$ cat src/rtl/tdm_demux_if.sv
// Sample bus and lane outputs of the TDM demultiplexer, bundled.
// Latency: n/a (wires only).
// Backpressure: none; the source drives one sample per enabled cycle.
//
// Ports grouped here:
//   en, sync, d, err_clr             : sample side (source -> demux)
//   y, valid, frame_done, s,
//   locked, sync_err                 : lane/status side (demux -> sink)
interface tdm_demux_if #(
  parameter int WIDTH    = 8,
  parameter int CHANNELS = 4
);
  localparam int SW = $clog2(CHANNELS);

  logic                      en;
  logic                      sync;
  logic [WIDTH-1:0]          d;
  logic                      err_clr;
  logic [CHANNELS*WIDTH-1:0] y;
  logic [CHANNELS-1:0]       valid;
  logic                      frame_done;
  logic [SW-1:0]             s;
  logic                      locked;
  logic                      sync_err;

  // Sample source / bench side.
  modport master (
    output en, sync, d, err_clr,
    input  y, valid, frame_done, s, locked, sync_err
  );

  // Demultiplexer side.
  modport slave (
    input  en, sync, d, err_clr,
    output y, valid, frame_done, s, locked, sync_err
  );
endinterface

$ cat src/rtl/tdm_demux.sv
// Time-division demultiplexer: fans a slotted serial sample stream out into CHANNELS lane registers.
// Latency: lane/valid/frame_done visible 1 cycle after the enabled input cycle; 1 sample/cycle.
// Backpressure: none; every en=1 sample is consumed (or discarded while hunting for sync).
//
// Ports:
//   clk, rst : rising-edge clock, asynchronous active-high reset
//   bus      : tdm_demux_if.slave (en/sync/d/err_clr in; y/valid/frame_done/s/locked/sync_err out)
module tdm_demux #(
  parameter int WIDTH    = 8,
  parameter int CHANNELS = 4
) (
  input  logic         clk,
  input  logic         rst,
  tdm_demux_if.slave   bus
);
  localparam int SW = $clog2(CHANNELS);

  typedef enum logic {HUNT, LOCKED} state_t;

  state_t                    state_q, state_d;
  logic [SW-1:0]             s_q, s_d;
  logic [CHANNELS*WIDTH-1:0] y_q;
  logic [CHANNELS-1:0]       valid_q, valid_d;
  logic                      frame_q, frame_d;
  logic                      err_q;
  logic                      cap;
  logic [SW-1:0]             lane_sel;
  logic                      err_set;

  // Next-state and capture decode.
  always_comb begin
    state_d  = state_q;
    s_d      = s_q;
    cap      = 1'b0;
    lane_sel = '0;
    frame_d  = 1'b0;
    err_set  = 1'b0;
    if (bus.en) begin
      case (state_q)
        HUNT: begin
          // Everything before the first sync is discarded.
          if (bus.sync) begin
            cap      = 1'b1;
            lane_sel = '0;
            s_d      = SW'(1);
            state_d  = LOCKED;
          end
        end
        LOCKED: begin
          if (bus.sync && (s_q != '0)) begin
            // Misaligned sync: restart the frame at slot 0 and abandon the
            // partial frame, so no frame_done for it.
            cap      = 1'b1;
            lane_sel = '0;
            s_d      = SW'(1);
            err_set  = 1'b1;
          end else begin
            cap      = 1'b1;
            lane_sel = s_q;
            s_d      = s_q + SW'(1); // power-of-2 CHANNELS: natural wrap
            frame_d  = (s_q == SW'(CHANNELS - 1));
          end
        end
        default: state_d = HUNT;
      endcase
    end
  end

  always_comb begin
    valid_d = '0;
    if (cap) valid_d[lane_sel] = 1'b1;
  end

  always_ff @(posedge clk or posedge rst) begin
    if (rst) begin
      state_q <= HUNT;
      s_q     <= '0;
      y_q     <= '0;
      valid_q <= '0;
      frame_q <= 1'b0;
      err_q   <= 1'b0;
    end else begin
      state_q <= state_d;
      s_q     <= s_d;
      valid_q <= valid_d;
      frame_q <= frame_d;
      for (int k = 0; k < CHANNELS; k++) begin
        if (cap && (lane_sel == SW'(k))) y_q[k*WIDTH +: WIDTH] <= bus.d;
      end
      // A new error in the same cycle as a clear keeps the flag set.
      if (err_set)          err_q <= 1'b1;
      else if (bus.err_clr) err_q <= 1'b0;
    end
  end

  assign bus.y          = y_q;
  assign bus.valid      = valid_q;
  assign bus.frame_done = frame_q;
  assign bus.s          = s_q;
  assign bus.locked     = (state_q == LOCKED);
  assign bus.sync_err   = err_q;
endmodule

$ cat src/flat_wrapper.sv
// flat-port wrapper written by rule: the top's interface ports become plain ports
module tdm_demux_flat 
#(
  parameter int WIDTH    = 8,
  parameter int CHANNELS = 4
)
  (clk, rst, bus_en, bus_sync, bus_d, bus_err_clr, bus_y, bus_valid, bus_frame_done, bus_s, bus_locked, bus_sync_err);
  tdm_demux_if #(.WIDTH(WIDTH), .CHANNELS(CHANNELS)) bus_i ();
  input  logic clk;
  input  logic rst;
  input wire logic [$bits(bus_i.en)-1:0] bus_en;
  input wire logic [$bits(bus_i.sync)-1:0] bus_sync;
  input wire logic [$bits(bus_i.d)-1:0] bus_d;
  input wire logic [$bits(bus_i.err_clr)-1:0] bus_err_clr;
  output wire logic [$bits(bus_i.y)-1:0] bus_y;
  output wire logic [$bits(bus_i.valid)-1:0] bus_valid;
  output wire logic [$bits(bus_i.frame_done)-1:0] bus_frame_done;
  output wire logic [$bits(bus_i.s)-1:0] bus_s;
  output wire logic [$bits(bus_i.locked)-1:0] bus_locked;
  output wire logic [$bits(bus_i.sync_err)-1:0] bus_sync_err;
  assign bus_i.en = bus_en;
  assign bus_i.sync = bus_sync;
  assign bus_i.d = bus_d;
  assign bus_i.err_clr = bus_err_clr;
  assign bus_y = bus_i.y;
  assign bus_valid = bus_i.valid;
  assign bus_frame_done = bus_i.frame_done;
  assign bus_s = bus_i.s;
  assign bus_locked = bus_i.locked;
  assign bus_sync_err = bus_i.sync_err;
  tdm_demux #(.WIDTH(WIDTH), .CHANNELS(CHANNELS)) u_core (.clk(clk), .rst(rst), .bus(bus_i));
endmodule
$ cat config.mk
export PLATFORM = sky130hd
export DESIGN_NAME = tdm_demux_flat
export DESIGN_NICKNAME = d
export VERILOG_FILES = /design/src/rtl/tdm_demux_if.sv /design/src/rtl/tdm_demux.sv /design/src/flat_wrapper.sv
export SDC_FILE = /design/constraint.sdc
export NUM_CORES = 1
export LEC_CHECK = 0
export CAP_MARGIN = 20
export CORE_ASPECT_RATIO = 0.7
export CORE_MARGIN = 4
export CORE_UTILIZATION = 40
export CTS_CLUSTER_SIZE = 25
export DETAILED_ROUTE_END_ITERATION = 12
export GPL_TIMING_DRIVEN = 0
export PLACE_DENSITY = 0.75
export SETUP_SLACK_MARGIN = 0.02
export SYNTH_ARGS = -nofsm -noshare
export SYNTH_HDL_FRONTEND = slang
export SYNTH_SLANG_ARGS = --single-unit
$ cat constraint.sdc
create_clock -name clk -period 1.75 [get_ports clk]
set_input_delay 0.525 -clock clk [delete_from_list [all_inputs] [get_ports clk]]
set_output_delay 0.525 -clock clk [all_outputs]
set_load 0.01 [all_outputs]
==> metrics.cfg <==
[run_status]
outcome = finished with violations
violations = setup timing

[routing]
num_vias = 1092
drcViolationCount = 0
wl_per_cell_um = 17.9
dr.pass1.iters = 4
ant_nets = 0
drtIter0Drc = 50
wl_mm = 3.97
vias_per_cell = 4.92

[placed_design]
pre_cts_ws_ns = -0.780
place.gp.congestion = 0.716
io_buffers = 53
hpwl_mm = 2.57
place_area_sq_mm = 0.00222

[floorplan]
start_util = 0.432
die_x_um = 83.2
io_pins = 54
core-area_sq_mm = 0.00367
row_count = 18
dieArea_sq_mm = 0.00505
die_h_um = 60.7

[pwr]
p_total_w = 0.00442
power.density_mw_per_mm2 = 1720
peakVddDrop_mv = 0.892
leakage_nw = 1.38

[grt]
grtUsageTotal = 0.161
antenna_found_initial = 0
grt_max_degree = 42
grt.overflow.total = 0
grt_pass1_vias = 1232
grt_pass1_wl_mm = 6.18

[clocking]
cts-root-buf = clkbuf_8
numCtsBuffers = 5
clock-sinks = 41
cts_tree = done
ctsHtreeMaxLevel = 2
insertion_delay_ns = 0.28
clk_pin_slew_worst_paths_ns = 0.07
clock_path_buffers = 2

[sta]
hold_viol_final = 0
setup-violations-final = 2
slew_violations = 0
worst_slack_ns = -0.00729
period_needed_ns = 1.76
fmax_mhz = 569
slew-limit-headroom = 0.447
whs_ns = 0.500
min_period_over_period = 1.00
fin_skew_ns = 0.00997
rsz0062_at_grt = yes
worst_pin_slew_ns = 0.828

[synthesis]
synth_area_per_cell_sq_um = 16.3
yosys_warnings = 0
synthesis.area_sq_mm = 0.00159
ys_ff_latch = 41
syn_nets = 112
ys_types = 19
ys_seq_area_frac = 0.647
synthCells = 97

[hold_path]
hold_class = flop to flop

[layout]
diodes = 0
drive_gt1_frac = 0.384
fin_util = 0.702
fin_nets = 186
area_growth_pct = 62.5
fin_area_sq_mm = 0.00258

[critical_path]
arrival_ns = 1.92
critPathLaunchType = input pin
endpoint_kind = flop
crit_required_ns = 1.91
crit_path_max_fanout = 5
worst-setup-path-type = input pin to flop

[flow_run]
max-cap-violations = 0

[sequential cells by signal (all words and copies together) (netlist names)]
name / cells
u_core.bus.locked: 1
u_core.bus.s: 2
u_core.bus.frame_done: 1
u_core.bus.y: 32
u_core.bus.sync_err: 1
u_core.bus.valid: 4
[cells by family (layout without fill, tap and decap cells)]
| kind of cell | after synthesis | in the layout | synth area share |
|---|---|---|---|
| adders and majority gates | 2 | 2 | 0.0158 |
| DFF | 41 | 41 | 0.647 |
| AOI/OAI and AO/OA | 8 | 8 | 0.0363 |
| muxes | 32 | 32 | 0.227 |
| and+or+nand+nor | 8 | 8 | 0.0592 |
| buffers and inverters | 6 | 81 | 0.0142 |
[through the flow]
step / std cells / setup TNS (ns)
after floorplan: 97 / -0.363
after global placement: 200 / -40.72
after detailed placement: 200 / -22.02
after CTS: 219 / 0
after global routing: 222 / -0.510
final: 222 / -0.00877
[synthesized netlist by cell type, drive strengths merged]
library cell / number / area, sq um
nor2b: 1 / 6.26
o21ai: 4 / 23.8
a22o: 1 / 8.76
inv: 5 / 18.8
nor2: 1 / 3.75
mux2: 32 / 360
ha: 2 / 25.0
a21boi: 1 / 7.51
nor4: 3 / 63.8
a21o: 1 / 7.51
nand2: 1 / 6.26
nor3b: 1 / 7.51
and2: 1 / 6.26
a32o: 1 / 10.0
clkbuf: 1 / 3.75
dfrtp: 41 / 1030
[metal layers]
metal,track usage,part of all wire
met5,0,0
met4,0.0420,0.0058
met3,0.0692,0.082
met2,0.277,0.47
met1,0.190,0.44
[area by class of cell]
type	instances	area (sq um)
Fill cell	239	1090
Sequential cell	41	1030
Tap cell	50	62.6
Buffer	1	15.0
Clock buffer	8	90.1
Inverter	5	23.8
Timing Repair Buffer	67	701
Multi-Input combinational cell	50	654
[critical path: stages]
cell and delay [ns]:
dlygate4sd2_1 0.27, nor2b_2 0.17, buf_8 0.13, nor4_4 0.31
buf_4 0.21, mux2_4 0.30
[layout by cell type (no fill, tap or decap), drive strengths merged, types with 3 or more instances in the layout]
cell type	instances
dfrtp	41
nor4	3
inv	5
buf	15
dlygate4sd2	10
clkbuf	8
mux2	32
o21ai	4
clkdlybuf4s50	18
dlymetal6s2s	25
[timing repair]
item                                    4_1_cts  5_1_grt
resized for setup                            15       50
pin swaps                                     3        2
cloned                                        0        0
endpoints found under the setup margin       43       47
buffers inserted                             11        3
hold buffers                                  0        0
[power by group]
group	total, W	switching, W	internal, W
Sequential	0.00163	0.000249	0.00138
Clock	0.000607	0.000285	0.000321
Combinational	0.00218	0.000843	0.00134
Total	0.00442	0.00138	0.00304
[worst paths after layout]
kind | endpoint | depth (start not counted) | slack [ns] | from
min in group asynchronous | u_core.bus.y[12]$_DFFE_PP0P_ | 2 | 0.74 | rst
hold reg to reg | u_core.bus.sync_err$_DFFE_PP0P_ | 1 | 0.50 | u_core.bus.sync_err$_DFFE_PP0P_
max in group asynchronous | u_core.bus.s[1]$_DFFE_PP0P_ | 2 | 0.45 | rst
setup / recovery | u_core.bus.y[15]$_DFFE_PP0P_ | 6 | -0.007 | bus_sync
hold / removal | u_core.bus.sync_err$_DFFE_PP0P_ | 1 | 0.50 | u_core.bus.sync_err$_DFFE_PP0P_
setup reg to reg | u_core.bus.y[15]$_DFFE_PP0P_ | 7 | 0 | u_core.bus.s[0]$_DFFE_PP0P_
(Power assumes the default switching activity.)
